**config.mk**
```make
export PLATFORM = sky130hd
export DESIGN_NAME = pipe_reg_chain_flat
export DESIGN_NICKNAME = d
export VERILOG_FILES = /design/src/rtl/pipe_reg_chain_if.sv /design/src/rtl/pipe_reg_chain.sv /design/src/flat_wrapper.sv
export SDC_FILE = /design/constraint.sdc
export NUM_CORES = 1
export LEC_CHECK = 0
export BUFFER_PORTS_ARGS = -buffer_cell sky130_fd_sc_hd__buf_2
export CAP_MARGIN = 25
export CELL_PAD_IN_SITES_DETAIL_PLACEMENT = 0
export CELL_PAD_IN_SITES_GLOBAL_PLACEMENT = 1
export CORE_MARGIN = 3
export CORE_UTILIZATION = 35
export CTS_BUF_LIST = sky130_fd_sc_hd__clkbuf_4
export CTS_CLUSTER_DIAMETER = 150
export DETAILED_ROUTE_END_ITERATION = 8
export PLACE_DENSITY_LB_ADDON = 0.12
export SYNTH_ARGS = -nofsm -noshare
export SYNTH_HDL_FRONTEND = slang
export SYNTH_SLANG_ARGS = --single-unit
```
**constraint.sdc**
```tcl
create_clock -name clk -period 2.8 [get_ports clk]
set_clock_uncertainty 0.05 [all_clocks]
set_input_delay 0 -clock clk [delete_from_list [all_inputs] [get_ports clk]]
set_output_delay 0 -clock clk [all_outputs]
set_load 0.03 [all_outputs]
```
**src/rtl/pipe_reg_chain_if.sv**
```systemverilog
// ============================================================================
//  Module      : pipe_reg_chain_if
//  Description : Handshake, control and status bundle for pipe_reg_chain.
//  Revision    : 1.0  initial release
// ============================================================================
`default_nettype none

interface pipe_reg_chain_if #(
    parameter int WIDTH = 32,
    parameter int DEPTH = 3
);
    localparam int OCC_W = $clog2(DEPTH + 1);

    logic             in_valid;
    logic [WIDTH-1:0] in_data;
    logic             in_ready;
    logic             out_valid;
    logic [WIDTH-1:0] out_data;
    logic             out_ready;
    logic             hold;
    logic [DEPTH-1:0] flush;
    logic [DEPTH-1:0] stage_valid;
    logic [OCC_W-1:0] occupancy;

    // master: the side that feeds the chain, sinks its output and controls it
    modport master (
        output in_valid, in_data, out_ready, hold, flush,
        input  in_ready, out_valid, out_data, stage_valid, occupancy
    );

    modport slave (
        input  in_valid, in_data, out_ready, hold, flush,
        output in_ready, out_valid, out_data, stage_valid, occupancy
    );
endinterface

`default_nettype wire

```
**src/rtl/pipe_reg_chain.sv**
```systemverilog
// ============================================================================
//  Module      : pipe_reg_chain
//  Description : DEPTH-stage valid/ready register chain with per-stage flush,
//                global hold and optional bubble collapsing.
//  Revision    : 1.0  initial release
// ============================================================================
`default_nettype none

module pipe_reg_chain #(
    parameter int               WIDTH      = 32,
    parameter int               DEPTH      = 3,
    parameter int               COLLAPSE   = 1,
    parameter logic [WIDTH-1:0] BUBBLE_VAL = WIDTH'(32'h0000_0013)
) (
    input  wire logic       clk,
    input  wire logic       rst,
    pipe_reg_chain_if.slave bus
);
    localparam int OCC_W = $clog2(DEPTH + 1);

    logic [DEPTH-1:0] valid_q, valid_d;
    logic [WIDTH-1:0] data_q [DEPTH];
    logic [WIDTH-1:0] data_d [DEPTH];

    logic [DEPTH:0]   rdy;
    logic [DEPTH-1:0] src_v;
    logic [WIDTH-1:0] src_d [DEPTH];
    logic [OCC_W-1:0] occ;

    // Ready is built from the output end backwards with a running term so the
    // rdy vector never depends on itself.
    always_comb begin
        logic acc;
        rdy        = '0;
        acc        = bus.out_ready;
        rdy[DEPTH] = bus.out_ready;
        for (int i = DEPTH - 1; i >= 0; i--) begin
            if (COLLAPSE != 0) begin
                acc = !valid_q[i] | acc;
            end else begin
                acc = bus.out_ready;
            end
            rdy[i] = acc;
        end
    end

    // A stage being flushed this edge never hands its content downstream.
    always_comb begin
        src_v    = '0;
        src_v[0] = bus.in_valid;
        src_d[0] = bus.in_data;
        for (int i = 1; i < DEPTH; i++) begin
            src_v[i] = valid_q[i-1] & !bus.flush[i-1];
            src_d[i] = data_q[i-1];
        end
    end

    always_comb begin
        valid_d = valid_q;
        for (int i = 0; i < DEPTH; i++) begin
            data_d[i] = data_q[i];
            if (bus.flush[i]) begin
                valid_d[i] = 1'b0;
                data_d[i]  = BUBBLE_VAL;
            end else if (bus.hold) begin
                valid_d[i] = valid_q[i];
            end else if (rdy[i]) begin
                valid_d[i] = src_v[i];
                data_d[i]  = src_v[i] ? src_d[i] : BUBBLE_VAL;
            end
        end
    end

    always_ff @(posedge clk or posedge rst) begin
        if (rst) begin
            valid_q <= '0;
            for (int i = 0; i < DEPTH; i++) begin
                data_q[i] <= BUBBLE_VAL;
            end
        end else begin
            valid_q <= valid_d;
            for (int i = 0; i < DEPTH; i++) begin
                data_q[i] <= data_d[i];
            end
        end
    end

    always_comb begin
        occ = '0;
        for (int i = 0; i < DEPTH; i++) begin
            occ = occ + OCC_W'(valid_q[i]);
        end
    end

    assign bus.in_ready    = rdy[0] & !bus.hold;
    assign bus.out_valid   = valid_q[DEPTH-1];
    assign bus.out_data    = data_q[DEPTH-1];
    assign bus.stage_valid = valid_q;
    assign bus.occupancy   = occ;

endmodule

`default_nettype wire

```
**src/flat_wrapper.sv**
```systemverilog
// flat-port wrapper written by rule: the top's interface ports become plain ports
module pipe_reg_chain_flat 
#(
    parameter int               WIDTH      = 32,
    parameter int               DEPTH      = 3,
    parameter int               COLLAPSE   = 1,
    parameter logic [WIDTH-1:0] BUBBLE_VAL = WIDTH'(32'h0000_0013)
)
  (clk, rst, bus_in_valid, bus_in_data, bus_out_ready, bus_hold, bus_flush, bus_in_ready, bus_out_valid, bus_out_data, bus_stage_valid, bus_occupancy);
  pipe_reg_chain_if #(.WIDTH(WIDTH), .DEPTH(DEPTH)) bus_i ();
  input  wire logic clk;
  input  wire logic rst;
  input wire logic [$bits(bus_i.in_valid)-1:0] bus_in_valid;
  input wire logic [$bits(bus_i.in_data)-1:0] bus_in_data;
  input wire logic [$bits(bus_i.out_ready)-1:0] bus_out_ready;
  input wire logic [$bits(bus_i.hold)-1:0] bus_hold;
  input wire logic [$bits(bus_i.flush)-1:0] bus_flush;
  output wire logic [$bits(bus_i.in_ready)-1:0] bus_in_ready;
  output wire logic [$bits(bus_i.out_valid)-1:0] bus_out_valid;
  output wire logic [$bits(bus_i.out_data)-1:0] bus_out_data;
  output wire logic [$bits(bus_i.stage_valid)-1:0] bus_stage_valid;
  output wire logic [$bits(bus_i.occupancy)-1:0] bus_occupancy;
  assign bus_i.in_valid = bus_in_valid;
  assign bus_i.in_data = bus_in_data;
  assign bus_i.out_ready = bus_out_ready;
  assign bus_i.hold = bus_hold;
  assign bus_i.flush = bus_flush;
  assign bus_in_ready = bus_i.in_ready;
  assign bus_out_valid = bus_i.out_valid;
  assign bus_out_data = bus_i.out_data;
  assign bus_stage_valid = bus_i.stage_valid;
  assign bus_occupancy = bus_i.occupancy;
  pipe_reg_chain #(.WIDTH(WIDTH), .DEPTH(DEPTH), .COLLAPSE(COLLAPSE), .BUBBLE_VAL(BUBBLE_VAL)) u_core (.clk(clk), .rst(rst), .bus(bus_i));
endmodule
```
==> results by group, run 1 <==
Clock network
  – Worst-case clock buffer depth: 2
  – Clock tree sinks: 99
  – CTS tree: yes
  – Hold buffers post-CTS: 57
  – Setup Buffers After CTS: 0
  – Resized Gates After CTS: 0
  – Worst-skew pair later-pin latency: about 470 ps
  – Root Driver: clkbuf_4
  – Clock transition at path regs: around 160 ps
  – H-Tree Depth: 3
  – Num CTS Buffers: 9

Route
  – Drt first-iter violations: ~220
  – DR vias: 3485
  – DR DRC count: 0
  – Pre-antenna DRT Iters: 5
  – ANT nets after route: 0
  – Via density: roughly 4.9
  – Drt wl/cell: between 15 and 20 um
  – Total routed wirelength: 11800 um

Layout
  – Total Nets Final: between 500 and 600
  – Commonest non-fill, non-tap cell in the layout: dfrtp_1
  – Share of cells above drive strength 1: 22.4%
  – Layout fillers: ~1300
  – Commonest cells after routing, fill and taps aside: dfrtp_1 (90), buf_2 (78), o21ai_0 (62), dlygate4sd3_1 (57), a21oi_1 (35)
  – Area Growth Syn to Fin: 20.2%

GRT
  – Total GRT Usage: between 10% and 20%
  – Initial antenna violation count: 1
  – Number of global-route vias before repair: 3538
  – Largest net degree at the start of global routing: between 50 and 60
  – First-pass GRT wire length: ~19000 um
  – GRT overflow: 0

Worst setup path
  – Worst Setup Start Kind: register
  – CP max FO: 19
  – CP Class: register to register
  – CP arrival: approximately 2700 ps
  – Critical path required time: 3080 ps
  – Crit. End Element: register

STA
  – Setup TNS: 0 ps
  – Final Hold Viols: 0
  – Unrepaired setup endpoints after global routing: no
  – Slew margin rel.: between 30% and 40%
  – Fin crit period: approximately 2400 ps
  – Final Max Tran Viols: 0
  – Final WS setup: 394 ps
  – Fmax: just over 0.4 GHz
  – Final setup viols: 0
  – Slew @ Worst Pin: 998 ps
  – Final cycle utilization of the critical path: 85.9%

Floorplanning
  – Chip width: 120 um
  – Initial core utilization: 36.1%
  – DIE AREA: approximately 0.014 mm2
  – Rows: a little over 40
  – Area of the core: between 0.01 and 0.015 mm2
  – Die Ht: ~120 um
  – Top-Level Pins: a little under 80

Logic synthesis
  – Mapped Nets: between 400 and 500
  – Syn avg cell area: 10.1 um2
  – Post-Syn Area: roughly 0.0046 mm2
  – Synth warnings: 0
  – Register bit total from synthesis: between 90 and 100
  – Seq/Total Area, Yosys: between 50 and 60%
  – Ys flop type: dfrtp_1
  – Cells after Synth: between 400 and 500
  – Cell variety after synth: 34
  – Asr flop ratio synth: 100%
  – EDFF count, synth: 0

Placement
  – Final Wtd Congestion: about 0.74
  – Pre-CTS setup slack: 887 ps
  – I/O Buffers: 78
  – HPWL after detailed placement: between 7000 and 8000 um

Power
  – PwrDens: between 400 and 500 mW/mm2
  – VDD IR-drop max: 0.183 mV
  – LEAKAGE: approximately 2.4 nW

Hold path
  – Hold WC Path Type: input port to register

Outcome
  – Run status: completed

Flow run
  – Maximum Capacitance Violations: 0
[final timing paths]
check | start | endpoint | slack, ps | cells after the start
hold reg to reg | u_core.data_q[63] | u_core.bus.out_data[31] | 450 | 1
setup / recovery | u_core.bus.stage_valid[2] | u_core.data_q[89] | 390 | 5
setup reg to reg | u_core.bus.stage_valid[2] | u_core.data_q[89] | 390 | 5
hold / removal | bus_in_valid | u_core.data_q[95] | 40 | 3
max in group asynchronous | rst | u_core.data_q[32] | 1850 | 4
min in group asynchronous | rst | u_core.bus.out_data[29] | 110 | 3
[kinds of logic (layout without fill, tap and decap cells)]
group | Yosys count | in the layout | synth area share, %
AO/OA/AOI/OAI | 159 | 159 | 20.5
adder cells (fa/ha/maj) | 1 | 1 | 0.438
other | 0 | 1 | 0
buffers and inverters | 79 | 163 | 10.5
AND/OR/NAND/NOR | 113 | 113 | 14.2
flip-flops | 99 | 99 | 54.4
[state kept, by name (all words and copies together), names as in the netlist]
signal	count
u_core.data_q	64
u_core.bus.out_data	32
u_core.bus.stage_valid	3
[power by group]
group	leakage, nW	internal [mW]	switching [mW]
Clock	0.0626	0.198	0.484
Combinational	1.02	0.0958	0.139
Sequential	1.34	1.45	0.0111
[per-layer routing]
| metal | share of wire [%] | vias to the layer above | wire, um | global-route usage (%) |
|---|---|---|---|---|
| met4 | 1.5 | 0 | 178 | 6.73 |
| met5 | 0 | - | 0 | 0 |
| met1 | 48 | 1668 | 5680 | 23.5 |
| met3 | 4.4 | 11 | 514 | 3.27 |
| met2 | 46 | 81 | 5380 | 27.2 |
| li1 | - | 1725 | - | - |
[worst max-delay path, cell delays in order, from the launching register on]
cell,delay (ps)
dfrtp_1,520
nand4b_1,520
buf_4,420
nand4_1,110
dlygate4sd3_1,570
a21oi_1,60
[area by class of cell]
class / count / area, um2 / area share, %
Sequential cell: 99 / 2490 / 45.3
Multi-Input combinational cell: 273 / 1620 / 29.5
Timing Repair Buffer: 144 / 1040 / 19.0
Clock buffer: 11 / 82.6 / 1.50
Clock inverter: 5 / 30.0 / 0.547
Tap cell: 172 / 215 / 3.92
Antenna cell: 1 / 2.50 / 0.0456
Inverter: 3 / 13.8 / 0.251
[stage by stage]
step,hold slack (ps),power (mW),area [um2],instances,utilization [%]
after detailed placement,84.8,1.67,4810,634,37.9
after CTS,4.01,2.41,5490,707,43.3
after global routing,51.3,2.49,5490,708,43.3
after floorplan,99.0,1.60,4570,451,-
after global placement,79.7,1.67,4810,634,37.9
final,37.1,2.38,5490,708,43.3
[synthesized netlist by cell type (2+ instances only)]
library cell   n  area, um2
nor4_1         6       37.5
a21oi_1       35        175
o21ai_0       62        310
o22a_1         3       26.3
nand4_1       29        181
buf_6          4       45.0
inv_1          3       11.3
a22o_1        29        254
dfstp_2        9        236
nor2b_1       30        188
o21ai_1       25        125
clkbuf_1      23       86.3
buf_2         12       60.1
buf_4         36        270
dfrtp_1       90       2250
nand2b_1       2       12.5
nand2_1       30        113
nor2_1         7       26.3
(Power assumes the default switching activity.)
==> inputs of run 2 (changes only) <==
- CTS_BUF_LIST: sky130_fd_sc_hd__clkbuf_4 -> default
- PLACE_DENSITY_LB_ADDON: 0.12 -> 0.1
==> results by group, run 2 (synthesis gave the netlist of run 1 again) <==
Worst setup path
  – Crit. End Element: output pin
  – CP Class: register to output pin
  – Critical path required time: between 2000 and 3000 ps
  – CP max FO: 12
  – CP arrival: 2040 ps
  – Slack of the worst reg-to-reg path: 960 ps
  – Worst Setup Start Kind: register

Clock network
  – Clock transition at path regs: approximately 70 ps
  – Root Driver: clkbuf_16
  – Hold buffers post-CTS: 33
  – Worst-skew pair later-pin latency: 350 ps
  – CTS tree: yes
  – Worst-case clock buffer depth: 2
  – Setup Buffers After CTS: 0
  – Num CTS Buffers: 9
  – H-Tree Depth: 3
  – Resized Gates After CTS: 0
  – Clock tree sinks: slightly below 100

Route
  – DR DRC count: 0
  – Met3 WL: 487 um
  – Routed wl met2: approximately 5500 um
  – Top Metal Used: met4
  – Drt wl/cell: between 15 and 20 um
  – ANT nets after route: 0
  – WL met1: between 5000 and 6000 um
  – Via density: roughly 5.1
  – Total routed wirelength: approximately 12000 um
  – DR vias: between 3000 and 4000
  – Pre-antenna DRT Iters: 4
  – Drt first-iter violations: approximately 220

STA
  – Fin crit period: roughly 2100 ps
  – Hold slack: around 46 ps
  – Unrepaired setup endpoints after global routing: no
  – Final Max Tran Viols: 0
  – Final Hold Viols: 0
  – Slew margin rel.: around two fifths
  – Fmax: about 0.48 GHz
  – Final cycle utilization of the critical path: about three quarters
  – Slew @ Worst Pin: 903 ps
  – Final setup viols: 0
  – Setup TNS: 0 ps

Power
  – LEAKAGE: 2.46 nW
  – PwrDens: 540 mW/mm2
  – VDD IR-drop max: just over 0.3 mV

Layout
  – ANT cells: 0
  – Commonest non-fill, non-tap cell in the layout: dfrtp_1
  – Total Nets Final: between 500 and 600
  – Share of cells above drive strength 1: between 20% and 30%
  – Final core occ: approximately 43%
  – Final std cells w/o fill: 685
  – Biggest register: u_core.data_q
  – Footprint of the multi-input gates: between 0.0015 and 0.002 mm2
  – Register area: ~0.0025 mm2
  – Max reg flops: between 60 and 70
  – Area Growth Syn to Fin: 19.2%
  – Layout fillers: ~1200
  – Commonest cells after routing, fill and taps aside: dfrtp_1 (90), buf_2 (78), o21ai_0 (62), a21oi_1 (35), dlygate4sd3_1 (33)

GRT
  – Largest net degree at the start of global routing: 55
  – Initial antenna violation count: 0
  – Total GRT Usage: 17.5%
  – First-pass GRT wire length: around 19000 um
  – Number of global-route vias before repair: ~3400
  – GRT overflow: 0

Floorplanning
  – Area of the core: around 0.013 mm2
  – Initial core utilization: between 30% and 40%
  – Die Ht: around 120 um
  – Top-Level Pins: slightly below 80
  – Rows: 41
  – Chip width: about 120 um
  – DIE AREA: ~0.014 mm2

Placement
  – I/O Buffers: 78
  – HPWL after detailed placement: around 7400 um
  – Dpl cells: about 640
  – Final Wtd Congestion: around 0.71

Flow run
  – Maximum Capacitance Violations: 0

Hold path
  – Hold WC Path Type: input port to register

Outcome
  – Run status: completed
==> run 2: cell count changes in the layout (fill, tap and decap cells not counted) <==
cell	before	now
clkbuf_1	0	1
dlygate4sd3_1	57	33
clkinvlp_4	2	1
diode_2	1	0
clkbuf_16	0	9
clkbuf_8	0	1
bufinv_16	0	1
buf_4	8	10
clkbuf_4	11	0
==> run 2: area by class of cell <==
class | instances | share of cell area (%)
clock buffers | 11 | 4.46
well taps | 172 | 3.95
clock inverters | 5 | 0.965
repair buffers | 122 | 15.0
multi-input cells | 273 | 29.7
inverters | 3 | 0.253
flip-flops and latches | 99 | 45.7
==> run 2: routing by layer <==
layer / global-route usage, % / vias up
met5: 0 / -
met1: 25.6 / 1717
met2: 25.9 / 74
li1: - / 1690
met4: 7.01 / 0
met3: 2.76 / 12
==> run 2: power by group <==
group	total, mW	internal (mW)	leakage [nW]	switching [mW]
clock network	1.26	0.713	0.145	0.549
logic	0.220	0.0806	0.970	0.140
registers	1.46	1.45	1.34	0.0107
==> run 2: worst max-delay path, cell delays in order, from the launching register on <==
cell and delay [ps]:
dfrtp_1 500, nand4b_1 530, nand2_1 400, inv_1 80
buf_2 180
==> run 2: worst paths after layout <==
path                                                start  cells past startpoint                       to
min in group asynchronous                             rst                      3  u_core.bus.out_data[30]
worst min-delay path                         bus_flush[2]                      3   u_core.bus.out_data[1]
max in group asynchronous                             rst                      4        u_core.data_q[32]
worst max-delay path            u_core.bus.stage_valid[2]                      4             bus_in_ready
worst max register to register  u_core.bus.stage_valid[2]                      4        u_core.data_q[85]
worst min register to register          u_core.data_q[49]                      1  u_core.bus.out_data[17]
==> run 2: stage by stage <==
| stage | power [mW] | setup slack (ps) | area (um2) |
|---|---|---|---|
| after floorplan | 1.60 | 174 | 4570 |
| after global placement | 1.68 | 930 | 4820 |
| after detailed placement | 1.68 | 909 | 4820 |
| after CTS | 2.97 | 667 | 5450 |
| after global routing | 3.05 | 495 | 5450 |
| final | 2.94 | 708 | 5450 |
==> inputs of run 3 (changes only) <==
- clock period: 2.8 -> 2.09 ns (I/O delays scaled with it)
==> results by group, run 3 (synthesis gave the netlist of run 1 again) <==
Placement
  – I/O Buffers: between 70 and 80
  – Pre-CTS setup slack: slightly below 400 ps
  – HPWL after detailed placement: around 7500 um
  – Final Wtd Congestion: 0.753
  – Post-DP Area: roughly 0.0049 mm2
  – Dpl cells: around 640

Clock network
  – Clock tree sinks: between 90 and 100
  – CTS tree: yes
  – Worst-skew pair later-pin latency: approximately 340 ps
  – Clock transition at path regs: 70 ps
  – H-Tree Depth: 3
  – Num CTS Buffers: 9
  – Root Driver: clkbuf_16
  – Worst-case clock buffer depth: 2

STA
  – Final WS setup: about 150 ps
  – Fmax: between 0.5 and 0.6 GHz
  – Final Hold Viols: 0
  – Final cycle utilization of the critical path: 93.0%
  – Setup TNS: 0 ps
  – Slew @ Worst Pin: roughly 770 ps
  – Final setup viols: 0
  – Final Max Tran Viols: 0
  – Fin crit period: between 1500 and 2000 ps
  – Hold slack: between 15 and 20 ps
  – Unrepaired setup endpoints after global routing: no
  – Slew margin rel.: 48.8%

Route
  – DR DRC count: 0
  – Via density: roughly 5
  – Drt wl/cell: between 15 and 20 um
  – DR vias: ~3500
  – Total routed wirelength: ~12000 um
  – Pre-antenna DRT Iters: 4
  – Drt first-iter violations: around 180
  – ANT nets after route: 0

Layout
  – Share of cells above drive strength 1: between 20% and 30%
  – Max reg flops: between 60 and 70
  – Area Growth Syn to Fin: 21.5%
  – Commonest cells after routing, fill and taps aside: dfrtp_1 (90), buf_2 (78), o21ai_0 (62), dlygate4sd3_1 (38), a21oi_1 (35)
  – Register area: ~0.0025 mm2
  – Final core occ: a little over two fifths
  – Final std cells w/o fill: just under 700
  – Total Nets Final: 559
  – Footprint of the multi-input gates: 0.00162 mm2
  – Biggest register: u_core.data_q
  – Final instance area: 0.00556 mm2
  – Layout fillers: approximately 1300
  – ANT cells: 0
  – Commonest non-fill, non-tap cell in the layout: dfrtp_1

GRT
  – Largest net degree at the start of global routing: 40
  – First-pass GRT wire length: roughly 19000 um
  – Number of global-route vias before repair: 3440
  – Initial antenna violation count: 0
  – GRT overflow: 0
  – Total GRT Usage: 16.8%

Worst setup path
  – Worst path depth: 5
  – CP bufs+invs: 2
  – CP max FO: 32
  – CP arrival: 2170 ps
  – Slack of the worst reg-to-reg path: approximately 150 ps
  – R2r endpoint: u_core.data_q[66]
  – Slowest Stage Delay on Critical Path: roughly 550 ps
  – R2R cell count: 5
  – CP max stage cell: dlygate4sd3_1
  – Worst Setup Start Kind: register
  – FF-to-FF Start: u_core.bus.stage_valid[0]
  – Critical path required time: ~2300 ps
  – CP cell instances: and4b_1 -> buf_6 -> o21ai_0 -> a21oi_1 -> dlygate4sd3_1
  – Top delay family on crit path: buffers and inverters
  – CP Class: register to register
  – Crit. End Element: register

Floorplanning
  – Top-Level Pins: 79
  – Area of the core: between 0.01 and 0.015 mm2
  – Chip width: about 120 um
  – DIE AREA: roughly 0.014 mm2
  – Initial core utilization: 36.1%
  – Die Ht: roughly 120 um
  – Rows: between 40 and 50

Power
  – Clock share of power: a little over two fifths
  – LEAKAGE: approximately 2.5 nW
  – Total power: 3.92 mW
  – Flop pwr share: 49.9%
  – VDD IR-drop max: ~0.33 mV
  – Switch share: approximately 23%
  – NetSw: a little over 0.9 mW
  – PwrDens: about 710 mW/mm2
  – Power Internal: approximately 3.0 mW
  – Combinational share of power: roughly 7.8%

Flow run
  – Maximum Capacitance Violations: 0

Outcome
  – Run status: completed

Hold path
  – WHS Path Cells: 2
  – Hold WC Path Type: input port to register
  – Hold Startpoint: bus_flush[0]
  – Hold path endpoint: u_core.data_q[73]
## run 3: layout make-up
cell class | count | area share (%)
Tap cell | 172 | 3.87
Inverter | 3 | 0.270
Timing Repair Buffer | 132 | 16.6
Sequential cell | 99 | 44.8
Clock buffer | 11 | 4.37
Multi-Input combinational cell | 273 | 29.1
Clock inverter | 4 | 0.923
## run 3: timing repair
action | in CTS | in global routing
resized for setup | 0 | 2
setup buffers | 0 | 0
hold buffers | 38 | 0
hold endpoints to repair | 58 | 0
endpoints found under the setup margin | 0 | 5
## run 3: metal layers
layer / up-vias / wire length [um] / GRT usage, %
met5: - / 0 / 0
met3: 9 / 483 / 2.48
met2: 77 / 5420 / 25.3
li1: 1700 / - / -
met4: 0 / 144 / 6.59
met1: 1696 / 5830 / 24.7
## run 3: how the worst max path moves through the flow
stage                               from                   endpoint  slack [ps]
2_1_floorplan  u_core.bus.stage_valid[2]  u_core.bus.stage_valid[0]         520
5_1_grt        u_core.bus.stage_valid[0]          u_core.data_q[74]          20
3_3_place_gp   u_core.bus.stage_valid[2]     u_core.bus.out_data[9]         430
3_5_place_dp   u_core.bus.stage_valid[2]    u_core.bus.out_data[17]         380
6_report       u_core.bus.stage_valid[0]          u_core.data_q[66]         150
4_1_cts        u_core.bus.stage_valid[0]          u_core.data_q[69]          80
## run 3: power groups by stage
| stage | Combinational [mW] | Clock, mW | Sequential, mW |
|---|---|---|---|
| floorplan | 0.154 | 0 | 1.99 |
| detailed placement | 0.259 | 0 | 1.99 |
| global placement | 0.257 | 0 | 1.99 |
| CTS | 0.311 | 1.70 | 1.96 |
| finish | 0.305 | 1.66 | 1.96 |
| global route | 0.338 | 1.78 | 1.96 |
